[config.mk]
export PLATFORM = sky130hd
export DESIGN_NAME = ifetch_bridge
export DESIGN_NICKNAME = d
export VERILOG_FILES = /design/src/rtl/ifetch_bridge.sv
export SDC_FILE = /design/constraint.sdc
export NUM_CORES = 1
export LEC_CHECK = 0
export CELL_PAD_IN_SITES_DETAIL_PLACEMENT = 1
export CELL_PAD_IN_SITES_GLOBAL_PLACEMENT = 1
export CORE_MARGIN = 3
export CORE_UTILIZATION = 40
export DETAILED_ROUTE_END_ITERATION = 6
export HOLD_SLACK_MARGIN = 0.05
export PLACE_DENSITY = 0.92
export SLEW_MARGIN = 20
export SYNTH_ARGS = -nofsm -noshare
export SYNTH_HDL_FRONTEND = slang
export SYNTH_SLANG_ARGS = --single-unit
[constraint.sdc]
create_clock -name clk -period 5.7 [get_ports clk]
set_clock_uncertainty 0.05 [all_clocks]
set_input_delay 0.855 -clock clk [delete_from_list [all_inputs] [get_ports clk]]
set_output_delay 0.855 -clock clk [all_outputs]
set_load 0.05 [all_outputs]
[src/rtl/ifetch_bridge.sv]
// Instruction fetch bridge: serves the fetch stage from a one-entry buffer
// and refills it through a variable-latency req/ack bus on a miss, with a
// bus timeout and a pipeline flush.
module ifetch_bridge #(
   parameter int unsigned TIMEOUT  = 16,
   parameter logic [31:0] NOP_WORD = 32'h0000_0000
) (
   input  logic        clk,
   input  logic        rst,
   input  logic        core_ce_i,
   input  logic [31:0] core_addr_i,
   output logic [31:0] core_inst_o,
   output logic        core_stall_o,
   input  logic        flush_i,
   output logic        bus_req_o,
   output logic [31:0] bus_addr_o,
   input  logic        bus_ack_i,
   input  logic [31:0] bus_rdata_i,
   output logic        fetch_err_o,
   output logic        fault_o
);

   localparam logic [7:0] LAST_CNT = 8'(TIMEOUT - 1);

   typedef enum logic {IDLE, WAIT} state_t;

   state_t      state, state_nxt;
   logic        buf_valid, buf_valid_nxt;
   logic [31:0] buf_addr, buf_addr_nxt;
   logic [31:0] buf_data, buf_data_nxt;
   logic [7:0]  wait_cnt, wait_cnt_nxt;
   logic        flush_pend, flush_pend_nxt;
   logic        bus_req_nxt;
   logic [31:0] bus_addr_nxt;
   logic        fetch_err_nxt;
   logic        fault_nxt;
   logic        hit;

   // A flush in the same cycle always forces a miss.
   assign hit = buf_valid && (buf_addr == core_addr_i) && !flush_i;

   // Fetch-side response: buffered word on a hit, stall on a miss.
   always_comb begin
      core_inst_o  = NOP_WORD;
      core_stall_o = 1'b0;
      if (core_ce_i) begin
         if (hit) begin
            core_inst_o = buf_data;
         end else begin
            core_stall_o = 1'b1;
         end
      end
   end

   // Next-state logic: start a transaction on a miss, finish it on ack or timeout.
   always_comb begin
      state_nxt      = state;
      buf_valid_nxt  = buf_valid;
      buf_addr_nxt   = buf_addr;
      buf_data_nxt   = buf_data;
      wait_cnt_nxt   = wait_cnt;
      flush_pend_nxt = flush_pend;
      bus_req_nxt    = bus_req_o;
      bus_addr_nxt   = bus_addr_o;
      fetch_err_nxt  = 1'b0;
      fault_nxt      = fault_o;
      case (state)
         IDLE: begin
            flush_pend_nxt = 1'b0;
            if (flush_i) begin
               buf_valid_nxt = 1'b0;
            end
            if (core_ce_i && !hit) begin
               bus_addr_nxt = core_addr_i;
               bus_req_nxt  = 1'b1;
               wait_cnt_nxt = 8'd0;
               state_nxt    = WAIT;
            end
         end
         WAIT: begin
            // A flush anywhere in the transaction invalidates its result,
            // but the bus handshake still runs to completion.
            if (flush_i) begin
               buf_valid_nxt  = 1'b0;
               flush_pend_nxt = 1'b1;
            end
            if (bus_ack_i) begin
               buf_data_nxt  = bus_rdata_i;
               buf_addr_nxt  = bus_addr_o;
               buf_valid_nxt = !(flush_pend || flush_i);
               bus_req_nxt   = 1'b0;
               state_nxt     = IDLE;
            end else if (wait_cnt == LAST_CNT) begin
               buf_data_nxt  = NOP_WORD;
               buf_addr_nxt  = bus_addr_o;
               buf_valid_nxt = !(flush_pend || flush_i);
               bus_req_nxt   = 1'b0;
               fetch_err_nxt = 1'b1;
               fault_nxt     = 1'b1;
               state_nxt     = IDLE;
            end else begin
               wait_cnt_nxt = wait_cnt + 8'd1;
            end
         end
         default: begin
            state_nxt   = IDLE;
            bus_req_nxt = 1'b0;
         end
      endcase
   end

   // State register; reset drops any bus transaction immediately.
   always_ff @(posedge clk or negedge rst) begin
      if (!rst) begin
         state       <= IDLE;
         buf_valid   <= 1'b0;
         buf_addr    <= 32'd0;
         buf_data    <= 32'd0;
         wait_cnt    <= 8'd0;
         flush_pend  <= 1'b0;
         bus_req_o   <= 1'b0;
         bus_addr_o  <= 32'd0;
         fetch_err_o <= 1'b0;
         fault_o     <= 1'b0;
      end else begin
         state       <= state_nxt;
         buf_valid   <= buf_valid_nxt;
         buf_addr    <= buf_addr_nxt;
         buf_data    <= buf_data_nxt;
         wait_cnt    <= wait_cnt_nxt;
         flush_pend  <= flush_pend_nxt;
         bus_req_o   <= bus_req_nxt;
         bus_addr_o  <= bus_addr_nxt;
         fetch_err_o <= fetch_err_nxt;
         fault_o     <= fault_nxt;
      end
   end

endmodule

# ---- Word-level counts from Yosys, hierarchy flattened
# Index checks and enable logic that the tools add are counted.
dict set report totals {
  reg_bits 110
  latch_bits 0
  mem_bits_rw 0
  mem_bits_ro 0
  input_bits 69
  elab_cells 62
  n_memories 0
}
dict set report op_classes {
  n_addsub 1
  mul 0
  n_div 0
  n_lt_le_gt_ge 0
  eq_ne 7
  shift 0
  n_mux 29
  bitwise_logic 2
  n_reduce_logical 13
}
# op count
set ops {}
lappend ops {{$mux W32} 6}
lappend ops {{$eq A32 B32 Y1} 1}
lappend ops {{$mux W8} 3}
lappend ops {{$pmux W8 S2} 1}
lappend ops {{$mux W1} 15}
lappend ops {{$add A8 B1 Y8 const B} 1}
lappend ops {{$eq A8 B4 Y1 const B} 1}
lappend ops {{$ne A2 B2 Y1 const B} 4}
lappend ops {{$pmux W1 S2} 4}
lappend ops {{$reduce_and A2 Y1} 3}
lappend ops {{$reduce_and A3 Y1} 2}
lappend ops {{$logic_and A1 B1 Y1} 3}
lappend ops {{$logic_not A1 Y1} 3}
lappend ops {{$ne A3 B2 Y1 const B} 1}
lappend ops {{$not A1 Y1} 2}
lappend ops {{$reduce_bool A2 Y1} 1}
lappend ops {{$logic_or A1 B1 Y1} 1}

# ---- Depth between registers and ports, before layout
# Gate-level depths: netlist of run 1.
dict set report logic_depth {
  word_depth 7
  ltp_mapped 8
}

# ---- Least setup slack after synthesis of run 1
# No wires, ideal clock.
dict set report synth_timing {
  kind {input port to output port}
  start {input port core_addr_i[1]}
  end {output port core_inst_o[5]}
  t_arrival_ns 2.588
  required_ns 4.795
  slack_ns 2.207
  stages 6
  cell_sequence {xnor2_1 -> nand4_1 -> or4_4 -> nor4_4 -> clkbuf_2 -> and2_1}
}
dict set report synth_via {
  elab_chain_len 5
}
# item line_no
set synth_rtl {}
lappend synth_rtl {{from (decl)} 11} ;# input logic [31:0] core_addr_i,
lappend synth_rtl {{$eq A32 B32 Y1} 40} ;# assign hit = buf_valid && (buf_addr == core_addr_i) && !flush_i;
lappend synth_rtl {{$logic_and A1 B1 Y1 (2 in a row)} 40}
lappend synth_rtl {{$mux W32} 47} ;# if (hit) begin
lappend synth_rtl {{$mux W32} 46} ;# if (core_ce_i) begin
lappend synth_rtl {{to (decl)} 12} ;# output logic [31:0] core_inst_o,
# No other way between the ends.

# ---- Final worst setup path of run 1
dict set report layout_timing {
  start {input port core_addr_i[8]}
  end {output port core_inst_o[22]}
}
# Same word-level chain as after synthesis.

==> results.txt, run 1 <==
cts repair resizes: 0
Die H: 116 um
vias per cell: 5.32
Final setup viols: 0
final slew viol count: 0
vias in the first global route: 4143
Yosys cell types: 43
via count: 3800
share of cells above drive strength 1: 14.9%
cts bufs inserted: 9
CTS tree: built
DIE WIDTH: 116 um
unrepaired setup endpoints after global routing: no
Final Hold Fails: 0
PortBufs: 136
maximum VDD drop: 247 uV
syn nets: 505
starting density of the core: 41.8%
MaxCap Viol Count: 0
global route overflow: 0
setup bufs post-CTS: 0
Startpoint Class: input pin
Post-Synthesis Cells: 435
clock buffer depth: 2
clock root buffer: clkbuf_16
dominant synthesized flop cell: dfrtp_1
area delta synth->final: 37.3%
register area share after synthesis: 56.5%
DRT iter0 DRCs: 206
crit path from: core_addr_i[8]
min-delay src: flush_pend
Netlist Area Pre-Place: 4880 um2
drt first pass iters: 4
LEAKAGE: 2.95 nW
FF-to-FF path depth: 6
Crit path required time: 4.80 ns
R2R Path Start: wait_cnt[5]
Hold Path Class: flop to flop
post-synth top area share: 56.5%
Antenna Cells: 0
Ys Warns: 0
core area: 11700 um2
Slew headroom: 40.7%
filler instances: 1218
row cnt: 39
hold buffer count at cts: 0
Final Critical Period: 4.81 ns
status: finished, final reports clean
GRT Overall Usage: 20.7%
# DRC: 0
register area: 2750 um2
largest net degree at the start of global routing: 72
Seq cells post-synth: 110
final net count: 636
leading cell type by number of instances after synthesis: dfrtp_1
Post-synth EDFFs: 0
pre-CTS setup slack: 0.864 ns
Clk Latency, worst-skew pair: 0.35 ns
initial antenna violation count: 0
Worst Setup End Kind: primary output
DIE AREA: 13600 um2
global-route wire length before repair: 21.8 mm
Worst Hold Path Cells: 1
arrival time worst endpoint: 3.90 ns
synth cell count leaders: dfrtp_1, nand2_1, a22o_1, mux2_2, and2_2
Synth area leaders: dfrtp_1, nand2_1, mux2_2, a22o_1, and2_2
Final ANT Viol Nets: 0
post-DP HPWL: 10.2 mm
Critical Path Fanout Max: 32
pwr/cell area: 372 nW/um2
period utilization: 84.4%
Highest Clock Rate: 208 MHz
Clk pin slew, worst setup/hold paths: 0.07 ns
area occupied by multi-input gates: 2030 um2
num ports: 137
routed wire length: 13.6 mm
largest area contributor in the netlist: dfrtp_1
H-tree depth: 3
Crit Path Category: input pin to primary output
Mean Syn Cell Area: 11.2 um2
setup TNS: 0 ns
Pwr Total: 2.49 mW
CTS Sinks: 110
Fin Hold WS: 0.416 ns
worst-margin pin slew: 0.889 ns
Avg WL per Cell: 19.0 um
final worst-path setup slack: 0.890 ns
RD Place Congestion: 0.824
Async SR Flop Fraction: 100%
-- metrics by stage --
step                std cells  area (um2)  utilization [%]
global route              714        6690             57.4
finish                    714        6690             57.4
floorplan                 435        4880                -
CTS                       713        6660             57.1
detailed placement        697        6360             54.6
global placement          697        6360             54.6
-- power by group --
group,internal (mW),total [mW],switching [mW]
clock,0.344,0.634,0.290
sequential,0.969,1.11,0.141
combinational,0.311,0.747,0.436
total,1.62,2.49,0.866
-- layout make-up --
cell class	count	share of cell area [%]
Timing Repair Buffer	142	21.3
Multi-Input combinational cell	300	30.3
Clock inverter	6	1.07
Tap cell	143	2.67
Sequential cell	110	41.1
Inverter	3	0.168
Clock buffer	10	3.42
-- cells in the final DEF (no fill, tap or decap), types with 2 or more instances in the layout --
| cell type | count |
|---|---|
| a22o_1 | 32 |
| and2_1 | 8 |
| and2_2 | 26 |
| buf_4 | 6 |
| clkbuf_16 | 9 |
| clkdlybuf4s50_1 | 135 |
| clkinv_4 | 2 |
| clkinvlp_4 | 2 |
| dfrtp_1 | 110 |
| inv_1 | 3 |
| mux2_1 | 2 |
| mux2_2 | 30 |
| nand2_1 | 107 |
| nand2b_1 | 2 |
| nand3_1 | 5 |
| nand4_1 | 7 |
| nor2_1 | 5 |
| nor3_1 | 4 |
| nor4_1 | 4 |
| nor4_4 | 2 |
| o21a_1 | 2 |
| o21ai_0 | 6 |
| xnor2_1 | 17 |
| xor2_1 | 19 |
-- worst max-delay path: stages --
cell             delay (ns)
clkdlybuf4s50_1        0.46
xnor2_1                0.32
nand4_1                0.17
or4_4                  0.57
nor4_4                 0.23
buf_4                  0.31
and2_2                 0.20
clkdlybuf4s50_1        0.80
-- metal layers --
metal  vias to the layer above  routed length, um  global-route usage [%]  share of wire (%)
met5                         -                  0                       0                  0
met4                         0                179                    5.80                1.3
met3                        13                715                    3.42                5.3
met2                       119               6980                    36.8                 51
met1                      1931               5720                    26.2                 42
li1                       1737                  -                       -                  -
-- kinds of logic after synthesis --
kind of cell	synth area share, %
AND/OR/NAND/NOR	18.5
flip-flops	56.5
AO/OA/AOI/OAI	8.65
XOR/XNOR	6.47
multiplexers	7.39
buffers and inverters	2.26
adder cells (fa/ha/maj)	0.257
-- final timing paths --
check / to / slack, ns
setup / recovery: core_inst_o[22] / 0.89
hold / removal: buf_valid / 0.42
setup reg to reg: buf_valid / 3.02
hold reg to reg: buf_valid / 0.42
max in group asynchronous: bus_addr_o[26] / 3.94
min in group asynchronous: buf_data[3] / 0.58
-- registers in the layout (all words and copies together), names as in the netlist --
name and flops:
buf_addr 32, buf_data 32, bus_addr_o 32, wait_cnt 8, buf_valid 1, bus_req_o 1, fault_o 1, fetch_err_o 1
flush_pend 1, state 1
Note: power is estimated with default switching activity, not from simulation.
==> inputs of run 2 (changes only) <==
--- a/config.mk
+++ b/config.mk
@@ -8,10 +8,10 @@
 export CELL_PAD_IN_SITES_DETAIL_PLACEMENT = 1
 export CELL_PAD_IN_SITES_GLOBAL_PLACEMENT = 1
 export CORE_MARGIN = 3
-export CORE_UTILIZATION = 40
+export CORE_UTILIZATION = 33
 export DETAILED_ROUTE_END_ITERATION = 6
 export HOLD_SLACK_MARGIN = 0.05
-export PLACE_DENSITY = 0.92
+export PLACE_DENSITY = 0.81
 export SLEW_MARGIN = 20
 export SYNTH_ARGS = -nofsm -noshare
 export SYNTH_HDL_FRONTEND = slang
==> constraint.sdc (replaced) <==
create_clock -name clk -period 4.3 [get_ports clk]
set_clock_uncertainty 0.05 [all_clocks]
set_input_delay 0.645 -clock clk [delete_from_list [all_inputs] [get_ports clk]]
set_output_delay 0.645 -clock clk [all_outputs]
set_load 0.05 [all_outputs]
==> run 2 against run 1 <==
Net effect:
- sequential share of layout area down 2.1 points
- worst setup slack worse by 0.44 ns
- total power increased by 33%
- via count is 0.89% lower
- global-route usage is 3.1 points lower
- cell count up 5.5%
- wire length rose by 0.88%
- first-iteration DRC count up 17%
- register-to-register slack got worse by 1.4 ns
==> results.txt, run 2 (synthesis results as in run 1) <==
period utilization: 89.5%
setup TNS: 0 ns (unchanged)
setup bufs post-CTS: 0 (unchanged)
maximum VDD drop: 288 uV (was 247 uV)
Buf/Inv on CP: 2 (was 3)
Hold Path Class: input pin to async pin (was flop to flop)
vias in the first global route: 4170 (was 4143)
Flop pwr share: 44.4% (was 44.6%)
placed cell areas: 6750 um2 (was 6360 um2)
Reg2Reg Setup Slack: 1.63 ns (was 3.02 ns)
MaxCap Viol Count: 0 (unchanged)
Crit Path Category: input pin to primary output (unchanged)
H-tree depth: 3 (unchanged)
biggest regs: buf_addr (32), buf_data (32), bus_addr_o (32) (unchanged)
final net count: 638 (was 636)
Critical Path Fanout Max: 4 (was 32)
vias per cell: 5.00 (was 5.32)
Die H: 128 um (was 116 um)
Final ANT Viol Nets: 0 (unchanged)
clock buffer depth: 2 (unchanged)
most frequent cells in the layout: dfrtp_1, nand2_1, clkdlybuf4s50_1 (was clkdlybuf4s50_1, dfrtp_1, nand2_1)
drt first pass iters: 4 (unchanged)
R2R Path Start: wait_cnt[5] (unchanged)
Net Sw Frac: 34.3% (was 34.8%)
Clk Latency, worst-skew pair: 0.36 ns (was 0.35 ns)
Final Hold Fails: 0 (unchanged)
unrepaired setup endpoints after global routing: no (unchanged)
via count: 3766 (was 3800)
global route overflow: 0 (unchanged)
cts repair resizes: 0 (unchanged)
clock root buffer: clkbuf_16 (unchanged)
DRT iter0 DRCs: 242 (was 206)
final slew viol count: 0 (unchanged)
core area: 14100 um2 (was 11700 um2)
Antenna Cells: 0 (unchanged)
Fin Hold WS: 0.204 ns (was 0.416 ns)
Final Cell Area: 7060 um2 (was 6690 um2)
hold buffer count at cts: 0 (unchanged)
arrival time worst endpoint: 3.15 ns (was 3.90 ns)
CP cell instances: clkdlybuf4s50_1, xor2_1, nor4_1, and3b_1, a31oi_1, clkdlybuf4s50_1 (was clkdlybuf4s50_1, xnor2_1, nand4_1, or4_4, nor4_4, buf_4, and2_2, clkdlybuf4s50_1)
share of cells above drive strength 1: 20.8% (was 14.9%)
Clk pin slew, worst setup/hold paths: 0.07 ns (about the same)
LEAKAGE: 3.11 nW (was 2.95 nW)
RD Place Congestion: 0.795 (was 0.824)
Comb pwr share: 29.5% (was 30.0%)
Startpoint Class: input pin (unchanged)
Slew headroom: 45.5% (was 40.7%)
Highest Clock Rate: 260 MHz
DIE AREA: 16300 um2 (was 13600 um2)
area delta synth->final: 44.8% (was 37.3%)
worst-margin pin slew: 0.818 ns (was 0.889 ns)
Net Switching: 1.13 mW (was 866 uW)
Worst Setup End Kind: primary output (unchanged)
largest net degree at the start of global routing: 49 (was 72)
GRT Overall Usage: 17.6% (was 20.7%)
Largest delay share family, worst path: buffers and inverters (unchanged)
Clk pwr share: 26.1% (was 25.4%)
starting density of the core: 34.5% (was 41.8%)
r2r endpoint: buf_addr[6] (was buf_valid)
Crit path required time: 3.61 ns (was 4.80 ns)
# DRC: 0 (unchanged)
status: finished, final reports clean (unchanged)
global-route wire length before repair: 22.4 mm (was 21.8 mm)
row cnt: 43 (was 39)
DIE WIDTH: 128 um (was 116 um)
Most Frequent Cell on Critical Path: clkdlybuf4s50_1 (unchanged)
Internal: 2.17 mW (was 1.62 mW)
cts bufs inserted: 9 (unchanged)
slowest stage delay, CP: 0.78 ns (was 0.80 ns)
post-DP HPWL: 10.0 mm (was 10.2 mm)
slowest CP cell: clkdlybuf4s50_1 (unchanged)
Avg WL per Cell: 18.2 um (was 19.0 um)
Final Critical Period: 3.85 ns
routed wire length: 13.7 mm (was 13.6 mm)
initial antenna violation count: 1 (was 0)
pwr/cell area: 468 nW/um2 (was 372 nW/um2)
most common cell after layout, fill and taps aside: dfrtp_1 (was clkdlybuf4s50_1)
CTS Sinks: 110 (unchanged)
PortBufs: 136 (unchanged)
num ports: 137 (unchanged)
FF-to-FF path depth: 6 (unchanged)
CTS tree: built (unchanged)
filler instances: 1483 (was 1218)
Final setup viols: 0 (unchanged)
==> run 2: cell types whose count changed in the layout (fill, tap and decap cells not counted) <==
cell	before	now
buf_4	6	9
clkdlybuf4s50_1	135	103
inv_8	0	1
clkbuf_8	0	1
clkinv_4	2	0
buf_16	1	0
buf_12	0	32
==> run 2: area by class of cell <==
class / instances / area, um2 / area share [%]
Tap cell: 180 / 225 / 3.19
Sequential cell: 110 / 2750 / 39.0
Timing Repair Buffer: 144 / 1740 / 24.6
Multi-Input combinational cell: 300 / 2030 / 28.7
Clock inverter: 5 / 65.1 / 0.921
Clock buffer: 11 / 243 / 3.44
Inverter: 3 / 11.3 / 0.159
==> run 2: worst max-delay path by stage <==
stage	endpoint	slack, ns	depth (start not counted)	from
2_1_floorplan	core_inst_o[5]	1.23	6	core_addr_i[1]
6_report	core_stall_o	0.45	6	core_addr_i[2]
3_3_place_gp	core_stall_o	0.56	6	core_addr_i[11]
4_1_cts	core_stall_o	0.43	6	core_addr_i[11]
3_5_place_dp	core_stall_o	0.44	6	core_addr_i[11]
5_1_grt	core_stall_o	0.35	6	core_addr_i[11]
==> run 2: stage by stage <==
step / utilization (%) / worst slack [ns] / cells / total power, mW
finish: 49.9 / 0.453 / 753 / 3.30
CTS: 49.9 / 0.432 / 753 / 3.36
detailed placement: 47.7 / 0.436 / 737 / 2.47
floorplan: - / 1.23 / 435 / 2.07
global route: 49.9 / 0.349 / 753 / 3.50
global placement: 47.7 / 0.562 / 737 / 2.42
==> run 2: metal layers <==
layer	track usage, %	vias to the layer above	share of wire (%)
li1	-	1737	-
met1	22.4	1887	42
met2	28.7	126	48
met3	6.27	14	8.3
met4	4.10	2	1.3
met5	0	-	0.080
==> run 2: power groups by stage <==
stage	combinational, mW	sequential [mW]	clock [mW]
floorplan	0.392	1.68	0
global placement	0.956	1.46	0
detailed placement	0.981	1.49	0
CTS	0.990	1.47	0.896
global route	1.06	1.51	0.939
finish	0.973	1.47	0.864
